### config.mk
export PLATFORM = sky130hd
export DESIGN_NAME = display_scan_ctrl_flat
export DESIGN_NICKNAME = d
export VERILOG_FILES = /design/src/rtl/display_scan_ctrl_if.sv /design/src/rtl/display_scan_ctrl.sv /design/src/flat_wrapper.sv
export SDC_FILE = /design/constraint.sdc
export NUM_CORES = 1
export LEC_CHECK = 0
export BUFFER_PORTS_ARGS = -buffer_cell sky130_fd_sc_hd__buf_2
export CORE_ASPECT_RATIO = 0.5
export CORE_MARGIN = 3
export CORE_UTILIZATION = 45
export DETAILED_ROUTE_END_ITERATION = 8
export HOLD_SLACK_MARGIN = 0.15
export SKIP_LAST_GASP = 1
export SLEW_MARGIN = 10
export SYNTH_ARGS = -nofsm -noshare
export SYNTH_HDL_FRONTEND = slang
export SYNTH_SLANG_ARGS = --single-unit
### constraint.sdc
create_clock -name i_clk -period 3.5 [get_ports i_clk]
set_input_delay 0.175 -clock i_clk [delete_from_list [all_inputs] [get_ports i_clk]]
set_output_delay 0.175 -clock i_clk [all_outputs]
set_load 0.02 [all_outputs]
### src/rtl/display_scan_ctrl_if.sv
// Signal bundle between a display-scan controller and the logic that feeds it values.
// Names are from the controller's side: i_* flow into it, o_* come out of it.
interface display_scan_ctrl_if;
  logic [15:0] i_value;
  logic        i_load;
  logic        i_lzb_en;
  logic [3:0]  o_nibble;
  logic [3:0]  o_digit_en_n;
  logic        o_frame_done;

  modport master (
    output i_value, i_load, i_lzb_en,
    input  o_nibble, o_digit_en_n, o_frame_done
  );

  modport slave (
    input  i_value, i_load, i_lzb_en,
    output o_nibble, o_digit_en_n, o_frame_done
  );
endinterface

### src/rtl/display_scan_ctrl.sv
// Four-digit multiplexed display scanner: blank/show slots per digit, shadowed value updates
// applied only at frame boundaries, and optional leading-zero blanking.
module display_scan_ctrl #(
  parameter int unsigned CLKS_PER_DIGIT = 25000,
  parameter int unsigned BLANK_CLKS     = 250
) (
  input  logic                i_clk,
  input  logic                i_rst_n,
  display_scan_ctrl_if.slave  io_bus
);

  localparam int unsigned CntW = $clog2(CLKS_PER_DIGIT);

  typedef enum logic {StBlank, StShow} state_e;

  state_e          r_state, w_state_nxt;
  logic [CntW-1:0] r_cnt, w_cnt_nxt;
  logic [1:0]      r_idx, w_idx_nxt;
  logic [15:0]     r_shadow, r_display, w_display_nxt;
  logic            r_pending;
  logic [3:0]      r_nibble, r_digit_en_n, w_digit_en_n_nxt;
  logic            r_frame_done;
  logic            w_slot_end, w_frame_end, w_lzb_off;

  always_comb begin
    w_slot_end    = (r_cnt == CntW'(CLKS_PER_DIGIT - 1));
    w_frame_end   = w_slot_end && (r_idx == 2'd3);
    w_cnt_nxt     = w_slot_end ? '0 : r_cnt + CntW'(1);
    w_idx_nxt     = w_slot_end ? r_idx + 2'd1 : r_idx;
    w_display_nxt = (w_frame_end && r_pending) ? r_shadow : r_display;

    w_state_nxt = r_state;
    unique case (r_state)
      StBlank: if (w_cnt_nxt == CntW'(BLANK_CLKS)) w_state_nxt = StShow;
      StShow:  if (w_slot_end)                     w_state_nxt = StBlank;
      default: w_state_nxt = StBlank;
    endcase

    // Digit k is dark when it and every more-significant nibble are zero; digit 0 always shows.
    w_lzb_off = io_bus.i_lzb_en && (w_idx_nxt != 2'd0) &&
                ((w_display_nxt >> {w_idx_nxt, 2'b00}) == 16'h0000);

    // Decided from next-cycle state so enables line up with cnt and drop the same edge
    // the nibble changes.
    w_digit_en_n_nxt = 4'hF;
    if (w_state_nxt == StShow && !w_lzb_off) w_digit_en_n_nxt[w_idx_nxt] = 1'b0;
  end

  always_ff @(posedge i_clk) begin
    if (!i_rst_n) begin
      r_state      <= StBlank;
      r_cnt        <= '0;
      r_idx        <= 2'd0;
      r_shadow     <= 16'h0000;
      r_display    <= 16'h0000;
      r_pending    <= 1'b0;
      r_nibble     <= 4'h0;
      r_digit_en_n <= 4'hF;
      r_frame_done <= 1'b0;
    end else begin
      r_state      <= w_state_nxt;
      r_cnt        <= w_cnt_nxt;
      r_idx        <= w_idx_nxt;
      r_display    <= w_display_nxt;
      r_digit_en_n <= w_digit_en_n_nxt;
      r_frame_done <= w_frame_end;
      // A load in the frame-end cycle wins over the clear, keeping the new value pending.
      r_pending    <= io_bus.i_load | (r_pending & ~w_frame_end);
      if (io_bus.i_load) r_shadow <= io_bus.i_value;
      if (w_slot_end) r_nibble <= w_display_nxt[{w_idx_nxt, 2'b00} +: 4];
    end
  end

  assign io_bus.o_nibble     = r_nibble;
  assign io_bus.o_digit_en_n = r_digit_en_n;
  assign io_bus.o_frame_done = r_frame_done;

endmodule

### src/flat_wrapper.sv
// flat-port wrapper written by rule: the top's interface ports become plain ports
module display_scan_ctrl_flat 
#(
  parameter int unsigned CLKS_PER_DIGIT = 25000,
  parameter int unsigned BLANK_CLKS     = 250
)
  (i_clk, i_rst_n, io_bus_i_value, io_bus_i_load, io_bus_i_lzb_en, io_bus_o_nibble, io_bus_o_digit_en_n, io_bus_o_frame_done);
  display_scan_ctrl_if io_bus_i ();
  input  logic i_clk;
  input  logic i_rst_n;
  input wire logic [$bits(io_bus_i.i_value)-1:0] io_bus_i_value;
  input wire logic [$bits(io_bus_i.i_load)-1:0] io_bus_i_load;
  input wire logic [$bits(io_bus_i.i_lzb_en)-1:0] io_bus_i_lzb_en;
  output wire logic [$bits(io_bus_i.o_nibble)-1:0] io_bus_o_nibble;
  output wire logic [$bits(io_bus_i.o_digit_en_n)-1:0] io_bus_o_digit_en_n;
  output wire logic [$bits(io_bus_i.o_frame_done)-1:0] io_bus_o_frame_done;
  assign io_bus_i.i_value = io_bus_i_value;
  assign io_bus_i.i_load = io_bus_i_load;
  assign io_bus_i.i_lzb_en = io_bus_i_lzb_en;
  assign io_bus_o_nibble = io_bus_i.o_nibble;
  assign io_bus_o_digit_en_n = io_bus_i.o_digit_en_n;
  assign io_bus_o_frame_done = io_bus_i.o_frame_done;
  display_scan_ctrl #(.CLKS_PER_DIGIT(CLKS_PER_DIGIT), .BLANK_CLKS(BLANK_CLKS)) u_core (.i_clk(i_clk), .i_rst_n(i_rst_n), .io_bus(io_bus_i));
endmodule
==> flow_metrics.env, run 1 <==
export IMPL_status="finished, final reports clean"
export IMPL_met3_usage=0.07798
export IMPL_ys_types=43
export IMPL_worstPathRequired_ns=3.76
export IMPL_max_clock_path_buffers=2
export IMPL_cts_tree="built"
export IMPL_vdd_drop_max_v=0.0003546
export IMPL_clkPwrFrac=0.526
export IMPL_r2r_start="u_core.r_cnt[0]"
export IMPL_p_seq_frac=0.429
export IMPL_synth_area_top_cells="dfxtp_1, mux2i_1, nor2b_1"
export IMPL_worst_setup_path_start_kind="flip-flop"
export IMPL_root_buffer="clkbuf_16"
export IMPL_period_needed_ns=2.805
export IMPL_seq_area_sq_um=1201
export IMPL_ys_warnings_count=0
export IMPL_crit_top_cell="or4_1"
export IMPL_max_freq_ghz=0.3565
export IMPL_relSlewSlack=0.4958
export IMPL_finalHoldViolCount=0
export IMPL_drt_initial_drc_count=100
export IMPL_routed_via_density=5.110
export IMPL_grt_pass1_vias=2082
export IMPL_numCtsBuffers=9
export IMPL_worstPathCellList="ha_1 -> nand4b_1 -> or4_1 -> or4_1 -> a21oi_1 -> a211oi_1 -> o21ai_1"
export IMPL_synth_cells=297
export IMPL_rows=19
export IMPL_crit_path_top_delay_cell="or4_1"
export IMPL_clock_skew_final_ns=0.003063
export IMPL_finalNetCount=362
export IMPL_area_delta_synth_final_pct=23.64
export IMPL_avgRoutedWirePerCell_um=13.51
export IMPL_critPathMaxStageDelay_ns=0.86
export IMPL_drc_errors=0
export IMPL_async_flop_share=0
export IMPL_antenna_left=0
export IMPL_dp_final_hpwl_mm=3.949
export IMPL_die_h_um=61.67
export IMPL_ff2ff_path_depth=7
export IMPL_end_kind="flip-flop"
export IMPL_die_area_sq_um=7235
export IMPL_busiest_layer="met2"
export IMPL_multi_input_area_sq_um=1480
export IMPL_synth_top_cell_by_area="dfxtp_1"
export IMPL_use_met2=0.2705
export IMPL_die_x_um=117.3
export IMPL_totalWireLength_mm=5.783
export IMPL_leakage_uw=0.001471
export IMPL_synth_area_per_cell_sq_um=9.390
export IMPL_synth_top_area_frac=0.4307
export IMPL_holdWs_ns=0.3903
export IMPL_ctsHoldBuffers=17
export IMPL_htree_levels=3
export IMPL_totalNegativeSetupSlack_ns=0
export IMPL_first_pass_iters=4
export IMPL_worst_slew_pin_slew_ns=0.7509
export IMPL_cellPowerDensity_nw_per_um2=482.4
export IMPL_grt_antenna_before_repair=0
export IMPL_hold_path_end="u_core.r_pending"
export IMPL_layout_drive_gt1_share=0.1570
export IMPL_reg2reg_to="u_core.io_bus.o_digit_en_n[1]"
export IMPL_setup_violations_final=0
export IMPL_power_frac_comb=0.045
export IMPL_synthesis_area_sq_um=2789
export IMPL_clk_pin_slew_ns=0.05
export IMPL_cts_resized=0
export IMPL_via_count=2187
export IMPL_hold_path_class="input pin to flip-flop"
export IMPL_dp_cells=395
export IMPL_hp_start="io_bus_i_load"
export IMPL_worstPathMaxFanout=13
export IMPL_num_antenna_cells=0
export IMPL_synth_edff_count=0
export IMPL_ioPinCount=29
export IMPL_fin_crit_sh=0.8015
export IMPL_port_buffer_count=28
export IMPL_grtUsageTotal=0.1801
export IMPL_postCtsSetupRepairBufs=0
export IMPL_gp_congestion=0.8684
export IMPL_p_int_uw=1326
export IMPL_synth_seq_cells=60
export IMPL_rsz0062_at_grt="no"
export IMPL_instances_no_fill=428
export IMPL_timing_reg2reg_setup_slack_ns=0.69
export IMPL_hold_depth=3
export IMPL_worstSetupPathType="flip-flop to flip-flop"
export IMPL_grt_first_pass_wirelength_mm=9.887
export IMPL_synth_seq_area_share=0.4307
export IMPL_grt_max_degree=48
export IMPL_maxCapViolCount=0
export IMPL_synth_nets=320
export IMPL_fillers=508
export IMPL_met1_usage=0.2304
export IMPL_synth_main_ff_cell="dfxtp_1"
export IMPL_grt_ovfl_total=0
export IMPL_slew_viol_final=0
export IMPL_core_area_sq_um=5729
export IMPL_clk_latency_ns=0.32
export IMPL_initial_core_util=0.4868
export IMPL_switching_power_uw=337.4
export IMPL_arrival_ns=3.06
export IMPL_cts_sinks=60
export IMPL_p_sw_frac=0.2028
metrics by stage:
stage | power [uW] | area [sq um] | utilization | worst slack (ns)
6_report | 1663 | 3448 | 0.6019 | 0.6948
5_1_grt | 1733 | 3448 | 0.6019 | 0.4850
4_1_cts | 1685 | 3448 | 0.6019 | 0.6918
3_5_place_dp | 788.3 | 2975 | 0.5193 | 0.7105
3_3_place_gp | 787.1 | 2975 | 0.5193 | 0.8093
2_1_floorplan | 765.2 | 2789 | - | 1.111
critical path: cells and delay by family (launching register included):
family / cells / cell delay [ns]
AND/OR/NAND/NOR: 3 / 1.62
flip-flops: 1 / 0.41
AO/OA/AOI/OAI: 3 / 0.39
adder cells (fa/ha/maj): 1 / 0.30
layout by cell type (no fill, tap or decap), types with 3 or more instances in the layout:
cell type and n:
mux2i_1 36, nand2_1 22, and2_1 8, xnor2_1 8, a31oi_1 4, nand3_1 9
nor2_1 21, inv_1 7, buf_2 28, a211oi_1 5, nor2b_1 34, clkinv_2 4
nand4_1 7, buf_4 3, o21ai_0 6, nor4_1 6, ha_1 3, dfxtp_1 60
clkbuf_16 9, dlygate4sd3_1 17, or4_1 3, xor2_1 7, a21oi_1 6
routing by layer:
metal  part of all wire  wire length [um]  vias up
met5                  0                 0        -
met4              0.015                86        0
li1                   -                 -     1120
met1               0.51              2960     1010
met3              0.050               290        9
met2               0.42              2445       48
state kept, by name, summed over array words and instances, names as in the netlist:
| name | cells |
|---|---|
| u_core.io_bus.o_digit_en_n | 4 |
| u_core.io_bus.o_frame_done | 1 |
| u_core.io_bus.o_nibble | 4 |
| u_core.r_cnt | 15 |
| u_core.r_display | 16 |
| u_core.r_idx | 2 |
| u_core.r_pending | 1 |
| u_core.r_shadow | 16 |
| u_core.r_state | 1 |
kinds of logic (layout without fill, tap and decap cells):
family | after synthesis | after routing | share of synthesized area
mux | 37 | 37 | 0.1332
buf+inv | 24 | 71 | 0.03858
fa+ha+maj | 3 | 3 | 0.01346
flops | 60 | 60 | 0.4307
xor+xnor | 16 | 16 | 0.05698
simple gates | 127 | 127 | 0.2566
compound gates | 30 | 30 | 0.07044
synthesized netlist by cell type (2+ instances only):
cell and n:
nand2_1 22, and3_1 2, nand3_1 9, buf_6 2, or2_2 2, o22ai_1 2
inv_1 7, nor2_1 21, nor4_1 6, xnor2_1 8, clkbuf_1 13, nand4_1 7
nor2b_1 34, or4_1 3, ha_1 3, xor2_1 7, dfxtp_1 60, nand2b_1 2
and2_1 8, a221o_1 2, a211oi_1 5, o21ai_0 6, mux2i_1 36, buf_2 2
nor3_1 2, a21oi_1 6, a31oi_1 4
power groups by stage:
stage	Combinational (uW)	Clock [uW]	Sequential, uW
2_1_floorplan	44.1	0	721
3_3_place_gp	60.3	0	727
3_5_place_dp	61.5	0	727
4_1_cts	76.0	897	713
5_1_grt	84.7	934	714
6_report	75.0	875	713
final cells by class:
cell class	count	share of cell area
Clock buffer	11	0.07329
Inverter	7	0.007620
Multi-Input combinational cell	213	0.4292
Timing Repair Buffer	48	0.09652
Tap cell	84	0.03048
Sequential cell	60	0.3483
Clock inverter	5	0.01451
worst max path at each step:
stage,startpoint,end,slack [ns],cells past startpoint
2_1_floorplan,u_core.r_cnt[4],u_core.io_bus.o_digit_en_n[0],1.11,7
3_3_place_gp,u_core.r_cnt[6],u_core.io_bus.o_nibble[3],0.81,6
3_5_place_dp,u_core.r_cnt[0],u_core.io_bus.o_digit_en_n[1],0.71,7
4_1_cts,u_core.r_cnt[0],u_core.io_bus.o_digit_en_n[1],0.69,7
5_1_grt,u_core.r_cnt[0],u_core.io_bus.o_digit_en_n[1],0.48,7
6_report,u_core.r_cnt[0],u_core.io_bus.o_digit_en_n[1],0.69,7
No activity file was read; power rests on OpenSTA's default activity.
==> run 2, diff against run 1 <==
- ABC_AREA: not set -> 1
- clock period: 3.5 -> 2.7 ns (I/O delays scaled with it)
==> flow_metrics.env, run 2 <==
export IMPL_status="finished, final reports clean"
export IMPL_finalNetCount=498
export IMPL_drc_errors=0
export IMPL_core_area_sq_um=6206
export IMPL_avgRoutedWirePerCell_um=12.98
export IMPL_layout_drive_gt1_share=0.1708
export IMPL_gp_congestion=1.019
export IMPL_cellPowerDensity_nw_per_um2=632.9
export IMPL_clock_skew_final_ns=0.004996
export IMPL_fillers=582
export IMPL_synth_area_per_cell_sq_um=6.898
export IMPL_worstPathRequired_ns=2.89
export IMPL_pre_cts_ws_ns=0.3108
export IMPL_ioPinCount=29
export IMPL_r2r_start="u_core.r_cnt[0]"
export IMPL_max_freq_ghz=0.4163
export IMPL_initial_core_util=0.4768
export IMPL_seq_area_sq_um=1201
export IMPL_postCtsSetupRepairBufs=0
export IMPL_clkPwrFrac=0.564
export IMPL_synth_seq_cells=60
export IMPL_worstSetupPathType="flip-flop to flip-flop"
export IMPL_finalHoldViolCount=0
export IMPL_grt_max_degree=23
export IMPL_num_antenna_cells=0
export IMPL_synth_nets=452
export IMPL_total_power_uw=2335
export IMPL_period_needed_ns=2.402
export IMPL_slew_viol_final=0
export IMPL_area_delta_synth_final_pct=24.69
export IMPL_ys_types=30
export IMPL_grtUsageTotal=0.2070
export IMPL_fin_util=0.5946
export IMPL_grt_first_pass_wirelength_mm=12.45
export IMPL_layout_common_cells="nand2_1, nor2_1, dfxtp_1, inv_1, buf_2"
export IMPL_totalNegativeSetupSlack_ns=0
export IMPL_synth_area_top_cells="dfxtp_1, nand2_1, nor2_1"
export IMPL_routed_via_density=5.060
export IMPL_synth_edff_count=0
export IMPL_cts_tree="built"
export IMPL_p_int_uw=1876
export IMPL_ff2ff_path_depth=16
export IMPL_worstPathMaxFanout=19
export IMPL_cts_resized=0
export IMPL_maxCapViolCount=0
export IMPL_ctsHoldBuffers=16
export IMPL_async_flop_share=0
export IMPL_hold_path_end="u_core.r_shadow[7]"
export IMPL_grt_ovfl_total=0
export IMPL_cts_sinks=60
export IMPL_leakage_uw=0.001653
export IMPL_via_count=2874
export IMPL_die_x_um=120.7
export IMPL_ys_warnings_count=0
export IMPL_numCtsBuffers=9
export IMPL_end_kind="flip-flop"
export IMPL_synth_common_cells="nand2_1, nor2_1, dfxtp_1"
export IMPL_synth_seq_area_share=0.4059
export IMPL_grt_antenna_before_repair=0
export IMPL_max_clock_path_buffers=2
export IMPL_htree_levels=3
export IMPL_relSlewSlack=0.6115
export IMPL_synthesis_area_sq_um=2959
export IMPL_worst_setup_path_start_kind="flip-flop"
export IMPL_rsz0062_at_grt="no"
export IMPL_setup_ws_ns=0.2981
export IMPL_grt_pass1_vias=2758
export IMPL_synth_main_ff_cell="dfxtp_1"
export IMPL_layout_commonest_cell="nand2_1"
export IMPL_synth_top_cell_by_area="dfxtp_1"
export IMPL_hold_depth=3
export IMPL_p_sw_frac=0.1966
export IMPL_timing_reg2reg_setup_slack_ns=0.30
export IMPL_antenna_left=0
export IMPL_clk_pin_slew_ns=0.05
export IMPL_clk_latency_ns=0.33
export IMPL_fin_crit_sh=0.8896
export IMPL_p_seq_frac=0.395
export IMPL_totalWireLength_mm=7.372
export IMPL_dp_final_hpwl_mm=5.333
export IMPL_reg2reg_to="u_core.io_bus.o_digit_en_n[0]"
export IMPL_setup_violations_final=0
export IMPL_drt_initial_drc_count=330
export IMPL_synth_most_common_cell="nand2_1"
export IMPL_synth_cells=429
export IMPL_worst_slew_pin_slew_ns=0.5821
export IMPL_die_area_sq_um=7644
export IMPL_switching_power_uw=459.1
export IMPL_rows=20
export IMPL_place_area_sq_um=3179
export IMPL_die_h_um=63.34
export IMPL_arrival_ns=2.60
export IMPL_hp_start="i_rst_n"
export IMPL_vdd_drop_max_v=0.0003667
export IMPL_first_pass_iters=4
export IMPL_port_buffer_count=28
export IMPL_synth_top_area_frac=0.4059
export IMPL_power_frac_comb=0.042
export IMPL_hold_path_class="input pin to flip-flop"
export IMPL_fin_area_sq_um=3690
export IMPL_root_buffer="clkbuf_16"
export IMPL_top_regs="u_core.r_display (16), u_core.r_shadow (16), u_core.r_cnt (15)"
export IMPL_multi_input_area_sq_um=1551
[run 2: cell types whose count changed in the layout (fill, tap and decap cells not counted), moves of 12 or more]
cell,before,now
nand2_1,22,100
nor2_1,21,69
mux2i_1,36,0
nor2b_1,34,0
inv_1,7,33
nand3_1,9,27
nand4_1,7,24
a21oi_1,6,22
o21ai_0,6,22
nand2_2,0,12
[run 2: stage by stage]
stage	hold WS, ns	instances
2_1_floorplan	0.2699	429
3_3_place_gp	0.3557	536
3_5_place_dp	0.3644	536
4_1_cts	0.1867	568
5_1_grt	0.2146	568
6_report	0.1949	568
[run 2: layer usage]
metal  up-vias  GRT usage  wire length (um)
met5         -          0                 0
met4         0    0.07910                73
met3         8    0.07623               428
met2        74     0.3308              3423
met1      1300     0.2554              3447
li1       1492          -                 -
[run 2: final cells by class]
| type | instances | area share |
|---|---|---|
| clock inverters | 6 | 0.03018 |
| well taps | 88 | 0.02984 |
| flip-flops and latches | 60 | 0.3255 |
| multi-input cells | 317 | 0.4205 |
| repair buffers | 48 | 0.08952 |
| inverters | 39 | 0.03967 |
| clock buffers | 10 | 0.06477 |
[run 2: worst max path at each step]
stage | from | endpoint | slack [ns]
3_5_place_dp | u_core.r_cnt[0] | u_core.io_bus.o_digit_en_n[0] | 0.31
6_report | u_core.r_cnt[0] | u_core.io_bus.o_digit_en_n[0] | 0.30
4_1_cts | u_core.r_cnt[0] | u_core.io_bus.o_digit_en_n[0] | 0.30
2_1_floorplan | u_core.r_cnt[0] | u_core.io_bus.o_digit_en_n[0] | 0.80
5_1_grt | u_core.r_cnt[0] | u_core.io_bus.o_digit_en_n[0] | 0.04
3_3_place_gp | u_core.r_cnt[0] | u_core.io_bus.o_digit_en_n[1] | 0.39
[run 2: kinds of logic after synthesis]
kind of cell               count (synthesis)  synth area share
buffers and inverters                     52           0.06977
DFF                                       60            0.4059
and+or+nand+nor                          259            0.4072
AOI/OAI and AO/OA                         50           0.08965
adders and majority gates                  3           0.01269
xor gates and xnor gates                   5           0.01480
[run 2: power groups by stage]
stage	registers (uW)	clock network (uW)	logic (uW)
final	922	1320	97.0
after global routing	924	1380	111
after CTS	921	1340	96.2
after detailed placement	940	0	78.5
after global placement	939	0	77.4
after floorplan	936	0	48.0
[run 2: critical path, cell delays in order (launching register included)]
cell,delay [ns]
dfxtp_1,0.38
ha_1,0.24
nand2_2,0.10
inv_2,0.09
nand3_1,0.12
nor2_4,0.45
nand4_1,0.18
nand2_1,0.14
nand2_1,0.06
nand2_1,0.09
nand2_1,0.06
nand2_1,0.06
inv_1,0.04
nand2_1,0.05
nor2_1,0.05
nand2_2,0.07
nand3_1,0.07
==> run 3, diff against run 2 <==
- RECOVER_POWER: not set -> 25
==> flow_metrics.env, run 3 (same netlist as run 2, synthesis figures left out) <==
export IMPL_grt_ovfl_total=0
export IMPL_clock_skew_final_ns=0.004906
export IMPL_ioPinCount=29
export IMPL_relSlewSlack=0.6135
export IMPL_worstPathRequired_ns=2.89
export IMPL_grt_first_pass_wirelength_mm=12.45
export IMPL_totalNegativeSetupSlack_ns=0
export IMPL_end_kind="flip-flop"
export IMPL_period_needed_ns=2.396
export IMPL_timing_reg2reg_setup_slack_ns=0.30
export IMPL_vdd_drop_max_v=0.0003666
export IMPL_drt_initial_drc_count=327
export IMPL_antenna_left=0
export IMPL_area_delta_synth_final_pct=24.65
export IMPL_cts_tree="built"
export IMPL_hold_path_end="u_core.r_shadow[7]"
export IMPL_setup_violations_final=0
export IMPL_worstSetupPathType="flip-flop to flip-flop"
export IMPL_rsz0062_at_grt="no"
export IMPL_max_freq_ghz=0.4173
export IMPL_core_area_sq_um=6206
export IMPL_finalNetCount=498
export IMPL_grt_pass1_vias=2758
export IMPL_cellPowerDensity_nw_per_um2=633.0
export IMPL_r2r_start="u_core.r_cnt[0]"
export IMPL_clk_pin_slew_ns=0.05
export IMPL_num_antenna_cells=0
export IMPL_dp_final_hpwl_mm=5.333
export IMPL_root_buffer="clkbuf_16"
export IMPL_status="finished, final reports clean"
export IMPL_grt_max_degree=23
export IMPL_avgRoutedWirePerCell_um=12.99
export IMPL_max_clock_path_buffers=2
export IMPL_port_buffer_count=28
export IMPL_rows=20
export IMPL_hold_depth=3
export IMPL_grt_antenna_before_repair=0
export IMPL_die_area_sq_um=7644
export IMPL_first_pass_iters=4
export IMPL_leakage_uw=0.001650
export IMPL_holdWs_ns=0.1945
export IMPL_hp_start="i_rst_n"
export IMPL_drc_errors=0
export IMPL_initial_core_util=0.4768
export IMPL_routed_via_density=5.065
export IMPL_layout_drive_gt1_share=0.1688
export IMPL_totalWireLength_mm=7.379
export IMPL_hold_path_class="input pin to flip-flop"
export IMPL_fin_crit_sh=0.8875
export IMPL_cts_resized=0
export IMPL_die_x_um=120.7
export IMPL_worst_setup_path_start_kind="flip-flop"
export IMPL_slew_viol_final=0
export IMPL_via_count=2877
export IMPL_layout_common_cells="nand2_1, nor2_1, dfxtp_1, inv_1"
export IMPL_reg2reg_to="u_core.io_bus.o_digit_en_n[0]"
export IMPL_maxCapViolCount=0
export IMPL_top_regs="u_core.r_display (16), u_core.r_shadow (16), u_core.r_cnt (15)"
export IMPL_finalHoldViolCount=0
export IMPL_grtUsageTotal=0.2070
export IMPL_numCtsBuffers=9
export IMPL_die_h_um=63.34
export IMPL_worst_slew_pin_slew_ns=0.5791
export IMPL_worstPathMaxFanout=19
export IMPL_ff2ff_path_depth=16
export IMPL_clk_latency_ns=0.33
export IMPL_cts_sinks=60
export IMPL_htree_levels=3
export IMPL_layout_commonest_cell="nand2_1"
export IMPL_arrival_ns=2.59
export IMPL_gp_congestion=1.019
export IMPL_fillers=583
-- run 3: cell types whose count changed in the layout (fill, tap and decap cells not counted), sizes merged --
cell	before	now
clkbuf	10	11
buf	32	31
-- run 3: layout make-up --
class / instances / area [sq um] / share of cell area
clock buffer: 10 / 239.0 / 0.06479
multi-input combinational: 317 / 1551 / 0.4206
sequential: 60 / 1201 / 0.3256
inverter: 39 / 146.4 / 0.03969
timing repair buffer: 48 / 329.1 / 0.08921
clock inverter: 6 / 111.4 / 0.03019
tap: 88 / 110.1 / 0.02985
-- run 3: stage by stage --
| step | worst slack (ns) | instances | total power (uW) | utilization | cell area, sq um |
|---|---|---|---|---|---|
| after CTS | 0.3019 | 568 | 2360 | 0.5946 | 3690 |
| after global routing | 0.03788 | 568 | 2418 | 0.5944 | 3689 |
| after floorplan | 0.8038 | 429 | 983.7 | - | 2959 |
| after detailed placement | 0.3108 | 536 | 1018 | 0.5123 | 3179 |
| after global placement | 0.3862 | 536 | 1016 | 0.5123 | 3179 |
| final | 0.3037 | 568 | 2335 | 0.5944 | 3689 |
-- run 3: worst max-delay path by stage --
stage,depth (start not counted),start,end
after floorplan,15,u_core.r_cnt[0],u_core.io_bus.o_digit_en_n[0]
after global placement,15,u_core.r_cnt[0],u_core.io_bus.o_digit_en_n[1]
after detailed placement,16,u_core.r_cnt[0],u_core.io_bus.o_digit_en_n[0]
after CTS,15,u_core.r_cnt[0],u_core.io_bus.o_digit_en_n[0]
after global routing,16,u_core.r_cnt[0],u_core.io_bus.o_digit_en_n[0]
final,16,u_core.r_cnt[0],u_core.io_bus.o_digit_en_n[0]
-- run 3: repair_timing --
| action | CTS | global route |
|---|---|---|
| setup buffers | 0 | 0 |
| hold buffers | 16 | 0 |
| endpoints found under the hold margin | 16 | 0 |
-- run 3: where the power goes --
part | internal, uW | total, uW | switching, uW
Clock | 925 | 1320 | 392
Sequential | 908 | 922 | 13.4
Combinational | 43.1 | 96.9 | 53.8
-- run 3: critical path, stage by stage, from the launching register on --
cell     delay (ns)
dfxtp_1        0.38
ha_1           0.24
nand2_2        0.10
inv_2          0.09
nand3_1        0.12
nor2_4         0.44
nand4_1        0.18
nand2_1        0.14
nand2_1        0.06
nand2_1        0.09
nand2_1        0.06
nand2_1        0.06
inv_1          0.04
nand2_1        0.05
nor2_1         0.05
nand2_2        0.07
nand3_1        0.07
-- run 3: layer usage --
layer,share of wire,GRT usage,vias to the layer above
met5,0,0,-
met2,0.46,0.3308,69
met4,0.0099,0.07910,0
met1,0.47,0.2554,1307
li1,-,-,1493
met3,0.054,0.07623,8
